===== src/rtl/mfe_frame_io_if.sv =====
// Stream and memory-port bundle of the median-filter frame I/O controller.
// slave = the controller itself, master = its environment (source, engine, memories, sink).
interface mfe_frame_io_if #(
    parameter int ADDR_W = 14,
    parameter int DATA_W = 8
);
    logic              start;
    logic              s_valid;
    logic [DATA_W-1:0] s_data;
    logic              s_ready;
    logic [ADDR_W-1:0] img_addr;
    logic [DATA_W-1:0] img_wdata;
    logic              img_wen;
    logic              mfe_ready;
    logic              mfe_busy;
    logic [ADDR_W-1:0] res_addr;
    logic [DATA_W-1:0] res_rdata;
    logic              m_valid;
    logic [DATA_W-1:0] m_data;
    logic              m_last;
    logic              m_ready;
    logic              frame_done;

    modport slave (
        input  start, s_valid, s_data, mfe_busy, res_rdata, m_ready,
        output s_ready, img_addr, img_wdata, img_wen, mfe_ready, res_addr,
               m_valid, m_data, m_last, frame_done
    );

    modport master (
        output start, s_valid, s_data, mfe_busy, res_rdata, m_ready,
        input  s_ready, img_addr, img_wdata, img_wen, mfe_ready, res_addr,
               m_valid, m_data, m_last, frame_done
    );
endinterface


===== src/rtl/mfe_frame_io.sv =====
// Frame I/O controller: loads a frame into image memory, kicks the filter engine, drains results.
// Optional MFE_IO_CHKSUM_EN adds a 16-bit sum of all output pixels of the frame.
module mfe_frame_io #(
    parameter int ADDR_W = 14,
    parameter int DATA_W = 8
) (
    input  logic          clk,
    input  logic          reset,
    mfe_frame_io_if.slave bus
`ifdef MFE_IO_CHKSUM_EN
    ,
    output logic [15:0]   chksum
`endif
);
    localparam int NPIX = 2 ** ADDR_W;
    localparam logic [ADDR_W-1:0] LAST_ADDR = ADDR_W'(NPIX - 1);

    typedef enum logic [2:0] {
        ST_IDLE,
        ST_LOAD,
        ST_KICK,
        ST_WAIT,
        ST_DRAIN
    } state_t;

    state_t            state_reg, state_next;
    logic [ADDR_W-1:0] wcnt_reg;
    logic [ADDR_W-1:0] rcnt_reg;
    logic              rd_all_reg;
    logic              inflight_reg;
    logic              inflight_last_reg;
    logic [1:0]        fifo_cnt_reg;
    logic              wr_ptr_reg;
    logic              rd_ptr_reg;
    logic [ADDR_W-1:0] img_addr_reg;
    logic [DATA_W-1:0] img_wdata_reg;
    logic              img_wen_reg;
    logic              frame_done_reg;

    logic              s_ready_c;
    logic              mfe_ready_c;
    logic              in_accept;
    logic              m_valid_c;
    logic              m_last_c;
    logic [DATA_W-1:0] m_data_c;
    logic              out_pop;
    logic              fifo_push;
    logic              rd_issue;
    logic [1:0]        occ_after;
    logic [1:0]        pending;
    logic              load_entry;
    logic              drain_entry;
    logic [DATA_W-1:0] head_data [2];
    logic              head_last [2];

    // ---------------------------------------------------------------- FSM
    always_ff @(posedge clk or posedge reset) begin
        if (reset) begin
            state_reg <= ST_IDLE;
        end else begin
            state_reg <= state_next;
        end
    end

    always_comb begin
        state_next  = state_reg;
        s_ready_c   = 1'b0;
        mfe_ready_c = 1'b0;
        in_accept   = 1'b0;
        case (state_reg)
            ST_IDLE: begin
                if (bus.start) state_next = ST_LOAD;
            end
            ST_LOAD: begin
                s_ready_c = 1'b1;
                in_accept = bus.s_valid;
                if (bus.s_valid && (wcnt_reg == LAST_ADDR)) state_next = ST_KICK;
            end
            ST_KICK: begin
                mfe_ready_c = 1'b1;
                if (bus.mfe_busy) state_next = ST_WAIT;
            end
            ST_WAIT: begin
                if (!bus.mfe_busy) state_next = ST_DRAIN;
            end
            ST_DRAIN: begin
                if (out_pop && m_last_c) state_next = ST_IDLE;
            end
            default: state_next = ST_IDLE;
        endcase
    end

    assign load_entry  = (state_reg == ST_IDLE) && (state_next == ST_LOAD);
    assign drain_entry = (state_reg == ST_WAIT) && (state_next == ST_DRAIN);

    // ---------------------------------------------------------------- load path
    always_ff @(posedge clk or posedge reset) begin
        if (reset) begin
            wcnt_reg      <= '0;
            img_addr_reg  <= '0;
            img_wdata_reg <= '0;
            img_wen_reg   <= 1'b0;
        end else begin
            img_wen_reg <= in_accept;
            if (in_accept) begin
                img_addr_reg  <= wcnt_reg;
                img_wdata_reg <= bus.s_data;
            end
            if (load_entry) begin
                wcnt_reg <= '0;
            end else if (in_accept) begin
                wcnt_reg <= wcnt_reg + 1'b1;
            end
        end
    end

    // ---------------------------------------------------------------- drain reads
    // The slot freed by this cycle's pop counts as available, otherwise the
    // 3-cycle issue/capture/pop loop could not sustain one pixel per cycle.
    always_comb begin
        occ_after = fifo_cnt_reg - {1'b0, out_pop};
        pending   = occ_after + {1'b0, inflight_reg};
        rd_issue  = (state_reg == ST_DRAIN) && !rd_all_reg && (pending < 2'd2);
    end

    always_ff @(posedge clk or posedge reset) begin
        if (reset) begin
            rcnt_reg          <= '0;
            rd_all_reg        <= 1'b0;
            inflight_reg      <= 1'b0;
            inflight_last_reg <= 1'b0;
        end else if (drain_entry) begin
            rcnt_reg          <= '0;
            rd_all_reg        <= 1'b0;
            inflight_reg      <= 1'b0;
            inflight_last_reg <= 1'b0;
        end else begin
            inflight_reg <= rd_issue;
            if (rd_issue) begin
                rcnt_reg          <= rcnt_reg + 1'b1;
                inflight_last_reg <= (rcnt_reg == LAST_ADDR);
                if (rcnt_reg == LAST_ADDR) rd_all_reg <= 1'b1;
            end
        end
    end

    // ---------------------------------------------------------------- 2-entry skid FIFO
    assign fifo_push = inflight_reg;
    assign m_valid_c = (fifo_cnt_reg != 2'd0);
    assign out_pop   = m_valid_c && bus.m_ready;

    always_ff @(posedge clk or posedge reset) begin
        if (reset) begin
            fifo_cnt_reg <= 2'd0;
            wr_ptr_reg   <= 1'b0;
            rd_ptr_reg   <= 1'b0;
        end else if (drain_entry) begin
            fifo_cnt_reg <= 2'd0;
            wr_ptr_reg   <= 1'b0;
            rd_ptr_reg   <= 1'b0;
        end else begin
            if (fifo_push) wr_ptr_reg <= ~wr_ptr_reg;
            if (out_pop)   rd_ptr_reg <= ~rd_ptr_reg;
            case ({fifo_push, out_pop})
                2'b10:   fifo_cnt_reg <= fifo_cnt_reg + 2'd1;
                2'b01:   fifo_cnt_reg <= fifo_cnt_reg - 2'd1;
                default: fifo_cnt_reg <= fifo_cnt_reg;
            endcase
        end
    end

    for (genvar gi = 0; gi < 2; gi++) begin : g_fifo
        logic [DATA_W-1:0] data_reg;
        logic              last_reg;

        always_ff @(posedge clk or posedge reset) begin
            if (reset) begin
                data_reg <= '0;
                last_reg <= 1'b0;
            end else if (fifo_push && (wr_ptr_reg == 1'(gi))) begin
                data_reg <= bus.res_rdata;
                last_reg <= inflight_last_reg;
            end
        end

        assign head_data[gi] = data_reg;
        assign head_last[gi] = last_reg;
    end

    assign m_data_c = rd_ptr_reg ? head_data[1] : head_data[0];
    assign m_last_c = m_valid_c && (rd_ptr_reg ? head_last[1] : head_last[0]);

    always_ff @(posedge clk or posedge reset) begin
        if (reset) begin
            frame_done_reg <= 1'b0;
        end else begin
            frame_done_reg <= out_pop && m_last_c;
        end
    end

`ifdef MFE_IO_CHKSUM_EN
    logic [15:0] chksum_reg;

    always_ff @(posedge clk or posedge reset) begin
        if (reset) begin
            chksum_reg <= 16'd0;
        end else if (drain_entry) begin
            chksum_reg <= 16'd0;
        end else if (out_pop) begin
            chksum_reg <= chksum_reg + 16'(m_data_c);
        end
    end

    assign chksum = chksum_reg;
`endif

    // ---------------------------------------------------------------- outputs
    assign bus.s_ready    = s_ready_c;
    assign bus.img_addr   = img_addr_reg;
    assign bus.img_wdata  = img_wdata_reg;
    assign bus.img_wen    = img_wen_reg;
    assign bus.mfe_ready  = mfe_ready_c;
    assign bus.res_addr   = rcnt_reg;
    assign bus.m_valid    = m_valid_c;
    assign bus.m_data     = m_data_c;
    assign bus.m_last     = m_last_c;
    assign bus.frame_done = frame_done_reg;

endmodule


===== src/flat_wrapper.sv =====
// flat-port wrapper written by rule: the top's interface ports become plain ports
module mfe_frame_io_flat 
#(
    parameter int ADDR_W = 14,
    parameter int DATA_W = 8
)
  (clk, reset, bus_start, bus_s_valid, bus_s_data, bus_mfe_busy, bus_res_rdata, bus_m_ready, bus_s_ready, bus_img_addr, bus_img_wdata, bus_img_wen, bus_mfe_ready, bus_res_addr, bus_m_valid, bus_m_data, bus_m_last, bus_frame_done);
  mfe_frame_io_if #(.ADDR_W(ADDR_W), .DATA_W(DATA_W)) bus_i ();
  input  logic clk;
  input  logic reset;
  input wire logic [$bits(bus_i.start)-1:0] bus_start;
  input wire logic [$bits(bus_i.s_valid)-1:0] bus_s_valid;
  input wire logic [$bits(bus_i.s_data)-1:0] bus_s_data;
  input wire logic [$bits(bus_i.mfe_busy)-1:0] bus_mfe_busy;
  input wire logic [$bits(bus_i.res_rdata)-1:0] bus_res_rdata;
  input wire logic [$bits(bus_i.m_ready)-1:0] bus_m_ready;
  output wire logic [$bits(bus_i.s_ready)-1:0] bus_s_ready;
  output wire logic [$bits(bus_i.img_addr)-1:0] bus_img_addr;
  output wire logic [$bits(bus_i.img_wdata)-1:0] bus_img_wdata;
  output wire logic [$bits(bus_i.img_wen)-1:0] bus_img_wen;
  output wire logic [$bits(bus_i.mfe_ready)-1:0] bus_mfe_ready;
  output wire logic [$bits(bus_i.res_addr)-1:0] bus_res_addr;
  output wire logic [$bits(bus_i.m_valid)-1:0] bus_m_valid;
  output wire logic [$bits(bus_i.m_data)-1:0] bus_m_data;
  output wire logic [$bits(bus_i.m_last)-1:0] bus_m_last;
  output wire logic [$bits(bus_i.frame_done)-1:0] bus_frame_done;
  assign bus_i.start = bus_start;
  assign bus_i.s_valid = bus_s_valid;
  assign bus_i.s_data = bus_s_data;
  assign bus_i.mfe_busy = bus_mfe_busy;
  assign bus_i.res_rdata = bus_res_rdata;
  assign bus_i.m_ready = bus_m_ready;
  assign bus_s_ready = bus_i.s_ready;
  assign bus_img_addr = bus_i.img_addr;
  assign bus_img_wdata = bus_i.img_wdata;
  assign bus_img_wen = bus_i.img_wen;
  assign bus_mfe_ready = bus_i.mfe_ready;
  assign bus_res_addr = bus_i.res_addr;
  assign bus_m_valid = bus_i.m_valid;
  assign bus_m_data = bus_i.m_data;
  assign bus_m_last = bus_i.m_last;
  assign bus_frame_done = bus_i.frame_done;
  mfe_frame_io #(.ADDR_W(ADDR_W), .DATA_W(DATA_W)) u_core (.clk(clk), .reset(reset), .bus(bus_i));
endmodule

===== config.mk =====
export PLATFORM = sky130hd
export DESIGN_NAME = mfe_frame_io_flat
export DESIGN_NICKNAME = d
export VERILOG_FILES = /design/src/rtl/mfe_frame_io_if.sv /design/src/rtl/mfe_frame_io.sv /design/src/flat_wrapper.sv
export SDC_FILE = /design/constraint.sdc
export NUM_CORES = 1
export LEC_CHECK = 0
export CORE_MARGIN = 5
export CORE_UTILIZATION = 56
export DETAILED_ROUTE_END_ITERATION = 8
export PLACE_DENSITY = 0.86
export SLEW_MARGIN = 15
export SYNTH_ARGS = -nofsm -noshare
export SYNTH_HDL_FRONTEND = slang
export SYNTH_SLANG_ARGS = --single-unit

===== constraint.sdc =====
create_clock -name clk -period 6.6 [get_ports clk]
set_clock_uncertainty 0.2 [all_clocks]
set_input_delay 0.99 -clock clk [delete_from_list [all_inputs] [get_ports clk]]
set_output_delay 0.99 -clock clk [all_outputs]
set_load 0.05 [all_outputs]

== After elaboration in Yosys (flattened, before gate mapping) ==
Cells that the tools add are included.
W data, S select, Z words.

* Order comparisons: 1
* $add $sub $neg: 6
* Reductions and logical operators: 20
* Equal/unequal tests: 10
* Multiplexer cells: 27
* Bitwise operators: 2

{| class="wikitable"
|+ Operators with widths
! operator !! count
|-
| $mux W14 || 4
|-
| $add A14 B1 Y14 const B || 2
|-
| $eq A14 B14 Y1 const B || 2
|-
| $mux W3 || 5
|-
| $pmux W3 S5 || 1
|-
| $mux W1 || 14
|-
| $reduce_bool A2 Y1 || 6
|-
| $logic_and A1 B1 Y1 || 10
|-
| $mux W8 || 1
|-
| $eq A3 B1 Y1 const B || 2
|-
| $eq A3 B2 Y1 const B || 2
|-
| $eq A3 B3 Y1 const B || 2
|-
| $pmux W2 S2 || 1
|-
| $logic_not A3 Y1 || 1
|-
| $reduce_bool A3 Y1 || 1
|-
| $add A2 B1 Y2 || 1
|-
| $add A2 B1 Y2 const B || 1
|-
| $eq A2 B1 Y1 const B || 1
|-
| $eq A2 B2 Y1 const B || 1
|-
| $lt A2 B2 Y1 const B || 1
|-
| $mux W2 || 1
|-
| $not A1 Y1 || 2
|-
| $reduce_and A2 Y1 || 1
|-
| $sub A2 B1 Y2 || 1
|-
| 2 further kinds || 2
|}

* Logic and storage cells: 83
* Input port bits: 22
* Flip-flop bits (word level): 80

== Longest topological paths before layout ==
* Depth after elaboration: 9
* Gate-level depth with buffers: 11
* Gate-level depth less buffers: 10

== Worst setup path after synthesis ==
No wires, ideal clock.

* Path kind: register -> output
* From: register u_core.state_reg[1]
* To: output port bus_mfe_ready
* Setup slack: 3.585 ns
* Arrival: 1.825 ns
* Stages on the path, launching flop included: 3
* Required time: 5.410 ns
* Cell sequence: dfrtp_1 clkbuf_1 nor3b_1

* Word-level cells in the longest chain between the ends: 2

{| class="wikitable"
|+ RTL lines
! element !! RTL line !! RTL
|-
| start: declaration || mfe_frame_io.sv:26 || <nowiki>state_t state_reg, state_next;</nowiki>
|-
| start signal: assignment || mfe_frame_io.sv:61 || <nowiki>state_reg <= state_next;</nowiki>
|-
| $eq A3 B2 Y1 || mfe_frame_io.sv:70 || <nowiki>case (state_reg)</nowiki>
|-
| $mux W1 || mfe_frame_io.sv:70 ||
|-
| end: declaration || flat_wrapper.sv:21 || <nowiki>output wire logic [$bits(bus_i.mfe_ready)-1:0] bus_mfe_ready;</nowiki>
|}

No other way between the ends.

== Final worst setup path ==
* From: register u_core.rd_ptr_reg
* To: output port bus_m_last

* Word-level cells in the longest chain between the ends: 2

{| class="wikitable"
|+ RTL lines
! element !! RTL line !! RTL
|-
| start: declaration || mfe_frame_io.sv:34 || <nowiki>logic rd_ptr_reg;</nowiki>
|-
| start signal: assignment || mfe_frame_io.sv:163 || <nowiki>if (out_pop) rd_ptr_reg <= ~rd_ptr_reg;</nowiki>
|-
| $mux W1 || mfe_frame_io.sv:191 || <nowiki>assign m_last_c = m_valid_c && (rd_ptr_reg ? head_last[1] : head_last[0]);</nowiki>
|-
| $logic_and A1 B1 Y1 || mfe_frame_io.sv:191 ||
|-
| end: declaration || flat_wrapper.sv:25 || <nowiki>output wire logic [$bits(bus_i.m_last)-1:0] bus_m_last;</nowiki>
|}

No other way between the ends.

==> impl_metrics.json <==
{
  "number_of_nets_with_antenna_violations_after_detailed_routing": 0,
  "crit_path_start": "u_core.rd_ptr_reg$_DFFE_PP0P_",
  "timing.max_cap.violations": 0,
  "peakVddDrop_uv": 239.5,
  "p_leak_uw": 0.002080,
  "routing_usage_on_met1_pct": 25.99,
  "groute.layer.met2.usage_pct": 31.43,
  "detail_route.iter0.violations": 127,
  "largest_register_ff_count": 16,
  "postSynthNetCount": 384,
  "post_cts_buffers": 0,
  "synth.top_cell.area_share_pct": 54.46,
  "startpoint_of_the_worst_register_to_register_path": "u_core.fifo_cnt_reg[1]$_DFFE_PP0P_",
  "grt_overflow_total": 0,
  "die_ar_mm2": 0.008285,
  "finish.net_count": 451,
  "post_synth_main_area_contributors": "dfrtp_1, nand2_1, mux2_2",
  "finalCritPeriodShare_pct": 49.48,
  "ff2ff_setup_slack_ns": 3.96,
  "syn_to_final_growth_pct": 25.46,
  "cts_buffer_depth": 2,
  "n_antenna_cell": 0,
  "cts_htree_levels": 3,
  "clk_pin_slew_ns": 0.08,
  "clock_tree.root_cell": "clkbuf_8",
  "p_per_area_mw_per_mm2": 273.3,
  "number_of_hold_violations_in_the_final_report": 0,
  "critPathMaxFanout": 10,
  "timing_worst_setup_path_type": "reg -> out",
  "die_w_um": 91.02,
  "cell_type_contributing_the_most_total_cell_area_after_synthesis": "dfrtp_1",
  "synth-warning-count": 0,
  "routed_via_density": 5.510,
  "place_congestion": 0.7876,
  "setup_viol": 0,
  "grtUsageTotal_pct": 19.56,
  "layout_setup_ws_ns": 3.334,
  "worstRegToRegCells": 10,
  "timing.slew.headroom_pct": 34.09,
  "inst_count_dp": 492,
  "synth_cell_types": 38,
  "grt.busiest_layer": "met2",
  "worstMarginPinSlew_ns": 0.9887,
  "detail_route.wl_per_cell_um": 15.05,
  "maxClockFrequency_mhz": 306.2,
  "cts_hold_buf": 0,
  "worst_setup_path_end_kind": "output pin",
  "via_count_of_the_first_global_routing_pass": 2824,
  "postSynth.topFlopCell": "dfrtp_1",
  "nFillCells": 489,
  "clock-sinks": 80,
  "first_pass_grt_wire_length_um": 13460,
  "final_worst_path_period_need_ns": 3.266,
  "worstPathArrival_ns": 2.08,
  "core_region_area_mm2": 0.006386,
  "mappedNetlistArea_mm2": 0.003676,
  "rr_endpoint": "u_core.bus.res_addr[4]$_DFFE_PP0P_",
  "use_met3_pct": 5.702,
  "detail_route.drc_violations": 0,
  "row_count": 29,
  "critPathRequiredTime_ns": 5.41,
  "final_cell_count_no_fill": 508,
  "synth_common_cells": "nand2_1, dfrtp_1, mux2_2, nor2_1, a21oi_1",
  "synth-edff-count": 0,
  "yosysMostFrequentCell": "nand2_1",
  "pre_cts_ws_ns": 3.150,
  "postSynthCellCount": 359,
  "post-route-util_pct": 72.22,
  "timing.critical_path.to": "bus_m_last",
  "layout-drive-gt1-share_pct": 11.83,
  "clk-insertion-delay-late_ns": 0.35,
  "grt_antenna_before_repair": 0,
  "dp_hpwl_um": 5244,
  "outcome": "complete, no violations",
  "worst_setup_path_start_kind": "flop",
  "synth_seq_area_share_pct": 54.46,
  "tritoncts": "built",
  "routed-via-count": 2799,
  "finalInstanceArea_mm2": 0.004612,
  "io_pins": 72,
  "routed_wl_um": 7644,
  "cts_inserted_buffers": 9,
  "postPlaceCellArea_mm2": 0.004429,
  "synth_async_sr_flop_share_pct": 100.0,
  "io_buffers": 71,
  "syn_area_per_cell_um2": 10.24,
  "die-height_um": 91.02,
  "totalNegativeSetupSlack_ns": 0,
  "finalMaxSlewViolations": 0,
  "cts_repair_resize_count": 0,
  "initial_utilization_pct": 57.56,
  "detail_route.first_pass.iterations": 4,
  "synth.ff_latch_count": 80,
  "rsz0062_at_grt": "false",
  "grt_max_degree": 81,
  "hold_path.class": "reg -> reg"
}
## logic make-up after synthesis
family | Yosys count | share of synthesized area (%)
fa+ha+maj | 3 | 1.021
buf+inv | 26 | 3.200
compound gates | 33 | 5.276
xor+xnor | 17 | 4.050
flops | 80 | 54.46
mux | 32 | 9.598
simple gates | 168 | 22.40
## metal layers
| metal | up-vias | share of wire (%) |
|---|---|---|
| met3 | 7 | 5.4 |
| met1 | 1365 | 44 |
| met4 | 0 | 0.77 |
| met2 | 61 | 50 |
| met5 | - | 0 |
| li1 | 1366 | - |
## cell usage in the layout, fill, tap and decap left out, types with 10 or more instances in the layout
| master | instances |
|---|---|
| nand2_1 | 87 |
| dfrtp_1 | 80 |
| clkdlybuf4s50_1 | 71 |
| mux2_2 | 26 |
| nor2_1 | 19 |
| a21oi_1 | 15 |
| xnor2_1 | 10 |
| nand3_1 | 10 |
| clkbuf_8 | 10 |
## worst max-delay path: stages (launching register included)
cell and delay, ns:
dfrtp_1 0.63, mux2i_1 0.19, nor2_1 0.11, clkdlybuf4s50_1 0.80
## how the worst min path moves through the flow
stage,to,slack (ns),depth (start not counted),startpoint
3_5_place_dp,u_core.bus.img_wdata[7]$_DFFE_PP0P_,0.26,2,u_core.bus.img_wdata[7]$_DFFE_PP0P_
5_1_grt,u_core.bus.img_wdata[1]$_DFFE_PP0P_,0.31,2,u_core.bus.img_wdata[1]$_DFFE_PP0P_
4_1_cts,u_core.bus.img_wdata[7]$_DFFE_PP0P_,0.28,2,u_core.bus.img_wdata[7]$_DFFE_PP0P_
2_1_floorplan,u_core.bus.img_addr[11]$_DFFE_PP0P_,0.27,2,u_core.wcnt_reg[11]$_DFFE_PP0P_
3_3_place_gp,u_core.bus.img_wdata[5]$_DFFE_PP0P_,0.26,2,u_core.bus.img_wdata[5]$_DFFE_PP0P_
6_report,u_core.bus.img_wdata[7]$_DFFE_PP0P_,0.28,2,u_core.bus.img_wdata[7]$_DFFE_PP0P_
## where the power goes
part | leakage (µW) | switching, µW | internal (µW)
Sequential | 0.000982 | 52.2 | 534
Clock | 0.0000813 | 175 | 146
Combinational | 0.00102 | 221 | 133
Total | 0.00208 | 448 | 812
## area by class of cell
class / count / area, µm² / area share [%]
clock inverter: 5 / 32.53 / 0.7054
inverter: 7 / 27.53 / 0.5969
tap: 77 / 96.34 / 2.089
multi-input combinational: 253 / 1572 / 34.07
clock buffer: 11 / 141.4 / 3.066
timing repair buffer: 75 / 740.7 / 16.06
sequential: 80 / 2002 / 43.41
## per-stage QoR
stage / hold slack, ns / power, µW
after floorplan: 0.2699 / 834.0
after global placement: 0.2569 / 942.1
after detailed placement: 0.2642 / 952.8
after CTS: 0.2841 / 1275
after global routing: 0.3060 / 1332
final: 0.2784 / 1260
No activity file was read; power rests on OpenSTA's default activity.
==> RTL change 1: new RTL, same flow settings <==
`DATA_W` is set to 8 in 3 places; all go to 12.
--- a/src/rtl/mfe_frame_io_if.sv
+++ b/src/rtl/mfe_frame_io_if.sv
@@ -2,7 +2,7 @@
 // slave = the controller itself, master = its environment (source, engine, memories, sink).
 interface mfe_frame_io_if #(
     parameter int ADDR_W = 14,
-    parameter int DATA_W = 8
+    parameter int DATA_W = 12
 );
     logic              start;
     logic              s_valid;
--- a/src/rtl/mfe_frame_io.sv
+++ b/src/rtl/mfe_frame_io.sv
@@ -2,7 +2,7 @@
 // Optional MFE_IO_CHKSUM_EN adds a 16-bit sum of all output pixels of the frame.
 module mfe_frame_io #(
     parameter int ADDR_W = 14,
-    parameter int DATA_W = 8
+    parameter int DATA_W = 12
 ) (
     input  logic          clk,
     input  logic          reset,
--- a/src/flat_wrapper.sv
+++ b/src/flat_wrapper.sv
@@ -2,7 +2,7 @@
 module mfe_frame_io_flat 
 #(
     parameter int ADDR_W = 14,
-    parameter int DATA_W = 8
+    parameter int DATA_W = 12
 )
   (clk, reset, bus_start, bus_s_valid, bus_s_data, bus_mfe_busy, bus_res_rdata, bus_m_ready, bus_s_ready, bus_img_addr, bus_img_wdata, bus_img_wen, bus_mfe_ready, bus_res_addr, bus_m_valid, bus_m_data, bus_m_last, bus_frame_done);
   mfe_frame_io_if #(.ADDR_W(ADDR_W), .DATA_W(DATA_W)) bus_i ();
Interface: changed (resized bus_img_wdata, bus_m_data, bus_res_rdata and bus_s_data); port bits go from 72 to 88. The function was not compared with the original's and may differ.
==> RTL change 1 against the original RTL <==
  * Cell area is 16% higher
  * Sequential cell count rose by 12
  * Synthesized cell count grew 12%
  * Routed wire length grew 20%
  * Largest power group unchanged
  * Setup slack worse by 240 ps
  * Fmax fell by 6.8%
  * Area after synthesis is 15% higher
  * Power rose by 22%
==> RTL change 1: results (changes against the original RTL) <==
- Status: finished, final reports clean
- Wire length on met2: 4700 um (+24%)
- First-pass GRT wire length: 16,200 um (+21%)
- Register area share after synthesis: 54.6% (+0.14 points)
- R2R setup slack: 3920 ps (-40 ps)
- Drt first pass iters: 4 (unchanged)
- Vias: 3,256 (+16%)
- Area of the multi-input gates: 1790 sq um (+14%)
- WL final: 9140 um (+20%)
- Critical R2R Capture: u_core.bus.res_addr[7]
- Slew HR: 48.5% (+14 points)
- Placed instance area: 5160 sq um (+16%)
- Nets: 518 (+15%)
- Commonest cells post-synth: 101 x nand2_1, 92 x dfrtp_1, 39 x mux2_2, 21 x nor2_1, 11 x a21oi_1
- Layout cell share with drive strength beyond 1: 14.1% (+2.2 points)
- Worst slack, placed: 3150 ps (-3.28 ps)
- Worst Hold Launch: u_core.bus.img_addr[5]
- Filler Cells Inserted: 552 (+13%)
- Clock slew at reported path FFs: 90 ps
- Leading post-synthesis cells by cell area: dfrtp_1 55%, mux2_2 10%, nand2_1 9.0%
- Gpl congestion: 0.802 (+1.8%)
- Met1 WL: 3950 um (+17%)
- Worst Path Arrival: 2310 ps (+230 ps)
- Post-DP HPWL: 6420 um (+23%)
- Max reg flops: 24 (+8)
- Met3 WL: 346 um (-15%)
- Leak: 2.44 nW (+17%)
- Critical path fanouts, max: 14 (+4)
- I/O Buffers: 87 (+23%)
- Top layer in use: met4
- GRT Util Overall: 20.5% (+0.97 points)
- Synth warn: 0 (unchanged)
- Largest net degree at the start of global routing: 49 (-40%)
- Starting DRT DRC Count: 108 (-15%)
- Hold endpoint: u_core.bus.img_addr[5]
- Vias in the first global route: 3,387 (+20%)
- Max IR drop VDD: 274 uV (+15%)
- Synth cell types: 46 (+21%)
- Synthesized Nets: 435 (+13%)
- Post-CTS Setup Bufs: 0 (unchanged)
- Worst hold path stage count: 2 (unchanged)
==> RTL change 1: final cells by class <==
class | count | share of cell area [%]
Multi-Input combinational cell | 282 | 33.4
Clock buffer | 10 | 2.56
Tap cell | 99 | 2.31
Sequential cell | 92 | 42.9
Inverter | 8 | 0.583
Timing Repair Buffer | 92 | 16.9
Clock inverter | 6 | 1.33
==> RTL change 1: per-stage QoR <==
| step | power [mW] | hold slack (ps) | std cells |
|---|---|---|---|
| 6_report | 1.54 | 284 | 589 |
| 3_3_place_gp | 1.14 | 258 | 573 |
| 4_1_cts | 1.55 | 289 | 589 |
| 5_1_grt | 1.61 | 309 | 589 |
| 2_1_floorplan | 0.997 | 274 | 402 |
| 3_5_place_dp | 1.16 | 268 | 573 |
==> RTL change 1: worst max-delay path by stage <==
stage	from	endpoint	slack [ps]
final	u_core.rd_ptr_reg	bus_m_last	3100
after CTS	u_core.rd_ptr_reg	bus_m_last	3080
after global placement	bus_s_valid	u_core.wcnt_reg[13]	3240
after floorplan	reset	u_core.bus.frame_done	3020
after global routing	u_core.rd_ptr_reg	bus_m_last	3000
after detailed placement	bus_m_ready	u_core.bus.res_addr[7]	3150
==> RTL change 1: worst max-delay path: stages (launching register included) <==
cell and delay [ps]:
dfrtp_1 770, mux2i_1 230, nor2_1 140, clkdlybuf4s50_1 820
==> RTL change 1: layer usage <==
| metal | vias to the layer above | GRT usage, % |
|---|---|---|
| met5 | - | 0 |
| met4 | 0 | 7.13 |
| met3 | 14 | 3.96 |
| met2 | 78 | 34.9 |
| met1 | 1629 | 26.3 |
| li1 | 1535 | - |
==> RTL change 1: power by group <==
part	internal, mW	leakage (nW)	switching, mW
Sequential	0.613	1.13	0.0618
Clock	0.188	0.0991	0.210
Combinational	0.175	1.22	0.292
==> RTL change 1: kinds of logic (layout without fill, tap and decap cells) <==
family	after synthesis	in the layout	synth area share, %
muxes	46	46	12.1
buffers and inverters	28	116	2.94
xor gates and xnor gates	17	17	3.71
DFF	92	92	54.6
AOI/OAI and AO/OA	31	31	4.45
and+or+nand+nor	185	185	21.3
adders and majority gates	3	3	0.890
==> RTL change 2: new RTL, config.mk and constraints unchanged <==
Without the edit above. Encoding of `state_t`: now Gray code (3 bits for 5 states).
--- a/src/rtl/mfe_frame_io.sv
+++ b/src/rtl/mfe_frame_io.sv
@@ -16,11 +16,11 @@
     localparam logic [ADDR_W-1:0] LAST_ADDR = ADDR_W'(NPIX - 1);
 
     typedef enum logic [2:0] {
-        ST_IDLE,
-        ST_LOAD,
-        ST_KICK,
-        ST_WAIT,
-        ST_DRAIN
+        ST_IDLE  = 3'b000,
+        ST_LOAD  = 3'b001,
+        ST_KICK  = 3'b011,
+        ST_WAIT  = 3'b010,
+        ST_DRAIN = 3'b110
     } state_t;
 
     state_t            state_reg, state_next;
Check against the original RTL: no difference found for any inputs over 10 cycles, from zero or initial values and one cycle with reset high; not proved beyond that.
==> RTL change 2 against the original RTL <==
  * Power rose by 9.1%
  * Setup slack lost 22 ps
  * Worst hold slack gained 34 ps
  * Critical path depth unchanged
  * Largest cell class unchanged
  * Register-to-register slack worse by 130 ps
  * Critical path type unchanged
  * Sequential cell count stayed put
  * Cell area hardly changed
  * Routed wire length down 5.4%
  * Sequential share of layout area about the same
  * Area after synthesis down 0.34%
==> RTL change 2: results (changes against the original RTL) <==
- Via density: 5.68 (+3.1%)
- Vias in the first global route: 2,574 (-8.9%)
- Worst hold path stage count: 1 (-1)
- Status: finished, final reports clean
- Gate Count Post-Synth: 306 (-15%)
- Largest family of logic cells by synthesized area: multiplexers
- Pwr/cell area: 298 nW/um^2 (+9.2%)
- Post-synthesis compound-gate area fraction: 5.81% (+0.53 points)
- Hold Slack: 312 ps (+33.8 ps)
- P_comb: 0.441 mW (+25%)
- Met3 WL: 441 um (+7.8%)
- Met1 WL: 3140 um (-7.4%)
- Switching Share: 37.6% (+2.1 points)
- Starting DRT DRC Count: 104 (-18%)
- Seq pwr: 0.604 mW (+3%)
- Post-DP HPWL: 4920 um (-6.1%)
- Register area share after synthesis: 54.6% (+0.19 points)
- Commonest cells post-synth: 80 x dfrtp_1, 48 x mux2_2, 18 x nand2_1, 18 x nor2_1, 16 x a21oi_1
- Wire per inst: 15.8 um (+4.7%)
- Max IR drop VDD: 324 uV (+35%)
- First-pass GRT wire length: 12,500 um (-7.0%)
- Nets: 402 (-11%)
- Leading post-synthesis cells by cell area: dfrtp_1 55%, mux2_2 15%, a21oi_1 2.2%
- Non-Filler Instances: 459 (-9.6%)
- Post-synthesis adder-cell area fraction: 1.02% (+0.0035 points)
- Met2 Usage GRT: 28.9% (-2.6 points)
-- RTL change 2: final cells by class --
cell class,instances,share of cell area (%)
inverter,8,0.679
sequential,80,43.4
clock inverter,7,1.19
timing repair buffer,76,16.2
tap,77,2.09
multi-input combinational,202,33.7
clock buffer,9,2.69
-- RTL change 2: how the worst max path moves through the flow --
| stage | startpoint | end | slack (ps) | cells after the start |
|---|---|---|---|---|
| 5_1_grt | u_core.rd_ptr_reg | bus_m_last | 3230 | 3 |
| 6_report | u_core.rd_ptr_reg | bus_m_last | 3310 | 3 |
| 4_1_cts | u_core.rd_ptr_reg | bus_m_last | 3300 | 3 |
| 3_3_place_gp | bus_m_ready | u_core.bus.res_addr[5] | 3160 | 9 |
| 3_5_place_dp | bus_m_ready | u_core.bus.res_addr[6] | 3080 | 9 |
| 2_1_floorplan | reset | u_core.bus.frame_done | 3360 | 1 |
-- RTL change 2: worst max-delay path: stages, from the launching register on --
cell and delay (ps):
dfrtp_1 630, mux2i_1 170, nor2_1 130, clkdlybuf4s50_1 810
